`src/rtl/alu_op_sequencer_pkg.sv`:
```
// Shared types and constants for the ALU opcode sequencer.
// The settle-counter width helper keeps a 1-bit counter even when SETTLE is 1.
package alu_seq_pkg;

  typedef enum logic [1:0] {
    IDLE  = 2'd0,
    DRIVE = 2'd1,
    DONE  = 2'd2
  } seq_state_t;

  localparam int OPCODE_W = 3;
  localparam int NUM_OPS  = 8;

  function automatic int settle_cnt_w(input int settle);
    return ($clog2(settle) < 1) ? 1 : $clog2(settle);
  endfunction

endpackage

```
`src/rtl/alu_op_sequencer_if.sv`:
```
// Operand/opcode bus between the sequencer (master) and the ALU (slave).
interface alu_op_sequencer_if #(
  parameter int WIDTH = 32
);
  logic [WIDTH-1:0]                 A;
  logic [WIDTH-1:0]                 B;
  logic [alu_seq_pkg::OPCODE_W-1:0] Opcode;
  logic [WIDTH-1:0]                 Y;

  modport master (output A, output B, output Opcode, input Y);
  modport slave  (input A, input B, input Opcode, output Y);
endinterface

```
`src/rtl/alu_result_regfile.sv`:
```
// 8-entry result bank: one synchronous write port, one combinational read port,
// synchronous clear on rst.
module alu_result_regfile
  import alu_seq_pkg::*;
#(
  parameter int WIDTH = 32
) (
  input  logic                clk,
  input  logic                rst,
  input  logic                we,
  input  logic [OPCODE_W-1:0] waddr,
  input  logic [WIDTH-1:0]    wdata,
  input  logic [OPCODE_W-1:0] raddr,
  output logic [WIDTH-1:0]    rdata
);

  logic [WIDTH-1:0] mem [NUM_OPS];

  always_ff @(posedge clk) begin
    if (rst) begin
      for (int i = 0; i < NUM_OPS; i++) begin
        mem[i] <= '0;
      end
    end else if (we) begin
      mem[waddr] <= wdata;
    end
  end

  assign rdata = mem[raddr];

endmodule

```
`src/rtl/alu_op_sequencer.sv`:
```
// Sweeps all eight ALU opcodes over one latched operand pair, holding each for
// SETTLE cycles, capturing every Y into the result bank and a rotate-xor signature.
module alu_op_sequencer
  import alu_seq_pkg::*;
#(
  parameter int WIDTH  = 32,
  parameter int SETTLE = 2
) (
  input  logic                Clk,
  input  logic                Rst,
  input  logic                Start,
  input  logic [WIDTH-1:0]    A_in,
  input  logic [WIDTH-1:0]    B_in,
  alu_op_sequencer_if.master  alu,
  output logic                Busy,
  output logic                Done,
  input  logic [OPCODE_W-1:0] Rd_addr,
  output logic [WIDTH-1:0]    Rd_data,
  output logic [WIDTH-1:0]    Signature
);

  localparam int                  CNT_W    = settle_cnt_w(SETTLE);
  localparam logic [CNT_W-1:0]    CNT_LAST = CNT_W'(SETTLE - 1);
  localparam logic [OPCODE_W-1:0] OP_LAST  = OPCODE_W'(NUM_OPS - 1);

  seq_state_t          state;
  logic [CNT_W-1:0]    cnt;
  logic [OPCODE_W-1:0] opcode_q;
  logic [WIDTH-1:0]    a_q;
  logic [WIDTH-1:0]    b_q;
  logic                capture;

  // Y is sampled on the last cycle of each opcode's settle window.
  assign capture = (state == DRIVE) && (cnt == CNT_LAST);

  always_ff @(posedge Clk) begin
    if (Rst) begin
      state     <= IDLE;
      cnt       <= '0;
      opcode_q  <= '0;
      a_q       <= '0;
      b_q       <= '0;
      Signature <= '0;
      Busy      <= 1'b0;
      Done      <= 1'b0;
    end else begin
      case (state)
        IDLE: begin
          if (Start) begin
            a_q       <= A_in;
            b_q       <= B_in;
            opcode_q  <= '0;
            cnt       <= '0;
            Signature <= '0;
            Busy      <= 1'b1;
            state     <= DRIVE;
          end
        end
        DRIVE: begin
          if (capture) begin
            Signature <= {Signature[WIDTH-2:0], Signature[WIDTH-1]} ^ alu.Y;
            if (opcode_q == OP_LAST) begin
              Busy  <= 1'b0;
              Done  <= 1'b1;
              state <= DONE;
            end else begin
              opcode_q <= opcode_q + 1'b1;
              cnt      <= '0;
            end
          end else begin
            cnt <= cnt + 1'b1;
          end
        end
        DONE: begin
          Done  <= 1'b0;
          state <= IDLE;
        end
        default: begin
          Busy  <= 1'b0;
          Done  <= 1'b0;
          state <= IDLE;
        end
      endcase
    end
  end

  assign alu.A      = a_q;
  assign alu.B      = b_q;
  assign alu.Opcode = opcode_q;

  alu_result_regfile #(
    .WIDTH (WIDTH)
  ) u_results (
    .clk   (Clk),
    .rst   (Rst),
    .we    (capture),
    .waddr (opcode_q),
    .wdata (alu.Y),
    .raddr (Rd_addr),
    .rdata (Rd_data)
  );

endmodule

```
`src/flat_wrapper.sv`:
```
// flat-port wrapper written by rule: the top's interface ports become plain ports
module alu_op_sequencer_flat import alu_seq_pkg::*;
#(
  parameter int WIDTH  = 32,
  parameter int SETTLE = 2
)
  (Clk, Rst, Start, A_in, B_in, Busy, Done, Rd_addr, Rd_data, Signature, alu_A, alu_B, alu_Opcode, alu_Y);
  alu_op_sequencer_if #(.WIDTH(WIDTH)) alu_i ();
  input  logic Clk;
  input  logic Rst;
  input  logic Start;
  input  logic [WIDTH-1:0] A_in;
  input  logic [WIDTH-1:0] B_in;
  output logic Busy;
  output logic Done;
  input  logic [OPCODE_W-1:0] Rd_addr;
  output logic [WIDTH-1:0] Rd_data;
  output logic [WIDTH-1:0] Signature;
  output wire logic [$bits(alu_i.A)-1:0] alu_A;
  output wire logic [$bits(alu_i.B)-1:0] alu_B;
  output wire logic [$bits(alu_i.Opcode)-1:0] alu_Opcode;
  input wire logic [$bits(alu_i.Y)-1:0] alu_Y;
  assign alu_A = alu_i.A;
  assign alu_B = alu_i.B;
  assign alu_Opcode = alu_i.Opcode;
  assign alu_i.Y = alu_Y;
  alu_op_sequencer #(.WIDTH(WIDTH), .SETTLE(SETTLE)) u_core (.Clk(Clk), .Rst(Rst), .Start(Start), .A_in(A_in), .B_in(B_in), .alu(alu_i), .Busy(Busy), .Done(Done), .Rd_addr(Rd_addr), .Rd_data(Rd_data), .Signature(Signature));
endmodule
```
`config.mk`:
```
export PLATFORM = sky130hd
export DESIGN_NAME = alu_op_sequencer_flat
export DESIGN_NICKNAME = d
export VERILOG_FILES = /design/src/rtl/alu_op_sequencer_pkg.sv /design/src/rtl/alu_op_sequencer_if.sv /design/src/rtl/alu_result_regfile.sv /design/src/rtl/alu_op_sequencer.sv /design/src/flat_wrapper.sv
export SDC_FILE = /design/constraint.sdc
export NUM_CORES = 1
export LEC_CHECK = 0
export ABC_CLOCK_PERIOD_IN_PS = 4000
export CAP_MARGIN = 40
export CORE_AREA = 2 2 166 168
export CTS_CLUSTER_DIAMETER = 150
export DETAILED_ROUTE_END_ITERATION = 7
export DIE_AREA = 0 0 168 170
export GPL_ROUTABILITY_DRIVEN = 0
export PLACE_DENSITY_LB_ADDON = 0.2
export SETUP_SLACK_MARGIN = 0.4
export SLEW_MARGIN = 20
export SYNTH_ARGS = -nofsm -noshare
export SYNTH_HDL_FRONTEND = slang
export SYNTH_SLANG_ARGS = --single-unit
```
`constraint.sdc`:
```
create_clock -name Clk -period 4 [get_ports Clk]
set_input_delay 0.8 -clock Clk [delete_from_list [all_inputs] [get_ports Clk]]
set_output_delay 0.8 -clock Clk [all_outputs]
set_load 0.02 [all_outputs]
```
==> results.md <==
* Clk_lat worst skew at 0.52 ns
* Status: finished clean
* Peak Freq at 290 MHz
* FF+latch count, synth at 360
* Top Ports at 235
* Worst VDD drop at ~320 uV
* Layout cell share with drive strength beyond 1 at between 10% and 20%
* Number of setup violations in the final report at 0
* Data arrival, critical path at 2.65 ns
* Leak pwr at 7.35 nW
* Post-DRT Antenna Nets at 0
* Seq/Total Area, Yosys at 62.6%
* Area grow syn2layout at 26.6%
* Final period util at 86.2%
* Initial cell density of the core at just under 60%
* Top cell type by total area after synthesis: edfxtp_1
* Largest net degree at the start of global routing at 65
* Sequential cell area at 9770 um^2
* Clock sinks at between 300 and 400
* Drt total wl at 37800 um
* Max transition margin at 54.9%
* Vias/cell at 5.65
* Total gr overflow at 0
* CORE AREA at between 20000 and 30000 um^2
* WL per Instance at 21.5 um
* Critical Path RT at 3.20 ns
* Crit path largest cell delay at 0.61 ns
* Yosys warnings at 0
* Ant diodes at 0
* Drt initial violations at 880
* Filler instances at 1717
* Synth area leaders: edfxtp_1 49%, dfxtp_1 13%, and2_1 10%
* Tmin final at 3.45 ns
* Slowest CP cell: clkdlybuf4s50_1
* Power Dens Cells at 428 nW/um^2
* Syn_nets at 1267
* Inst Count DP at about 1700
* CP startpoint kind: primary input
* Crit-path max FO at 15
* IO buf count at approximately 230
* Worst slew pin tran at 0.677 ns
* # DRC at 0
* Die area at between 20000 and 30000 um^2
* CP Cell Sequence: buf_6, buf_12, mux4_2, mux2_2, clkdlybuf4s50_1
* Multi-input gate area at 5590 um^2
* Total Routing Usage GR at a little over a quarter
* Min-Delay Path Class: reg2reg
* CTS Buf Count at 37
* Syn_area_per_cell at 13.4 um^2
* First-pass DRT Iterations at 6
* Synthesized instance count at approximately 1200
* Crit end category: primary output
* Worst clock skew at 0.0140 ns
* Final HPWL DP at 23100 um
* Net count, final at 1495
* Mapped cell area at between 15000 and 20000 um^2
* Clock Tree Buf Depth at 3
* Area share of the largest cell type after synthesis at 49.2%
* Max-cap viol count at 0
* Initial antenna violation count at 0
* Unrepaired setup endpoints after global routing: no
* Routed via count at about 9900
* Die Wd at 168 um
* CTS tree: done
* Hold violation total from the final report at 0
* Final core utilization at 74.2%
* Slew Viols, Final at 0
* First-pass GRT wire length at 58400 um
* Cell Rows at 60
* Final setup TNS at 0 ns
* Critical path type: in2out
* Worst-path clk slew at 0.06 ns
* Number of global-route vias before repair at 10246
* Root Driver: clkbuf_16
* Yosys cell types at 35
* H-tree depth at 2
* Non-Filler Instances at 1761
* Die Span Y at about 170 um
worst max-delay path, delay by kind of cell:
kind / cells / cell delay, ns
buffers and inverters: 3 / 1.05
multiplexers: 2 / 0.78
sequential cells by signal, indices dropped and copies added, names as in the netlist:
| register | count |
|---|---|
| u_core.Busy | 1 |
| u_core.Done | 1 |
| u_core.Signature | 32 |
| u_core.alu.A | 32 |
| u_core.alu.B | 32 |
| u_core.alu.Opcode | 3 |
| u_core.cnt | 1 |
| u_core.state | 2 |
| u_core.u_results.mem | 256 |
kinds of logic (layout without fill, tap and decap cells):
logic type                 Yosys count  after routing  share of synthesized area [%]
and+or+nand+nor                    488            488                           17.4
DFF                                360            360                           62.6
muxes                              129            129                           13.7
buffers and inverters               79            336                           2.07
AOI/OAI and AO/OA                   73             73                           2.37
xor gates and xnor gates            32             32                           1.80
adders and majority gates            2              2                          0.160
per-layer routing:
| layer | GRT usage, % | vias up | share of wire, % |
|---|---|---|---|
| met5 | 0 | - | 0 |
| met4 | 7.71 | 0 | 2.3 |
| met3 | 5.91 | 60 | 7.7 |
| met2 | 45.6 | 392 | 49 |
| met1 | 35.4 | 4943 | 41 |
| li1 | - | 4546 | - |
cells in the mapped netlist:
cell type and n:
a21boi_0 1, a21oi_1 68, and2_1 256, and3_1 2
buf_1 4, buf_2 21, clkbuf_1 53, dfxtp_1 104
edfxtp_1 256, ha_1 2, inv_2 1, mux2_2 32
mux2i_1 33, mux4_2 64, nand2_1 163, nand2b_1 36
nand3_1 3, nand3b_1 1, nand4bb_1 1, nor2_1 3
nor2b_1 1, nor3_2 4, nor3b_1 1, nor3b_2 1
nor4_1 1, nor4_2 2, nor4b_2 1, nor4b_4 1
nor4bb_1 1, o21a_1 1, o21ai_0 3, or2_2 8
or3b_2 1, or4bb_1 1, xor2_1 32
path summary, 6_finish.rpt:
path | from | depth (start not counted) | slack [ns] | to
max | Rd_addr[1] | 5 | 0.55 | Rd_data[20]
min | u_core.alu.B[29] | 2 | 0.45 | u_core.alu.B[29]
max reg2reg | u_core.state[0] | 5 | 1.62 | u_core.u_results.mem[1][1]
min reg2reg | u_core.alu.B[29] | 2 | 0.45 | u_core.alu.B[29]
report_power, final:
| group | switching (mW) | internal [mW] | total (mW) |
|---|---|---|---|
| clock | 1.40 | 1.97 | 3.37 |
| sequential | 0.0656 | 4.13 | 4.19 |
| combinational | 0.464 | 0.444 | 0.908 |
| total | 1.93 | 6.54 | 8.47 |
placed cells by master, fill, tap and decap left out, drive strengths merged:
cell type      Yosys  routed
a21boi             1       1
a21oi             68      68
and2             256     256
and3               2       2
buf               25      36
bufinv             0       2
clkbuf            53      50
clkdlybuf4s50      0     231
clkinv             0      14
clkinvlp           0       1
dfxtp            104     104
edfxtp           256     256
ha                 2       2
inv                1       2
mux2              32      32
mux2i             33      33
mux4              64      64
nand2            163     163
nand2b            36      36
nand3              3       3
nand3b             1       1
nand4bb            1       1
nor2               3       3
nor2b              1       1
nor3               4       4
nor3b              2       2
nor4               3       3
nor4b              2       2
nor4bb             1       1
o21a               1       1
o21ai              3       3
or2                8       8
or3b               1       1
or4bb              1       1
xor2              32      32
layout make-up:
cell class	count	share of cell area, %
multi-input cells	724	28.3
clock inverters	18	0.715
well taps	341	2.16
inverters	1	0.0190
flip-flops and latches	360	49.4
repair buffers	267	14.1
clock buffers	50	5.30
through the flow:
step / hold WS [ns] / worst slack (ns) / area [um^2] / total power [mW]
6_report: 0.451 / 0.550 / 19800 / 8.47
5_1_grt: 0.471 / 0.484 / 19800 / 8.71
4_1_cts: 0.454 / 0.436 / 19800 / 8.51
3_5_place_dp: 0.446 / 0.436 / 18600 / 5.18
3_3_place_gp: 0.441 / 0.465 / 18400 / 5.14
2_1_floorplan: 0.521 / 1.05 / 15600 / 4.71
timing repair:
action	4_1_cts	5_1_grt
setup buffers	0	0
hold buffers	0	0
endpoints found under the setup margin	0	6
gates resized for setup	0	1
hold endpoints to repair	0	0
Power figures use the tool's default switching activity.
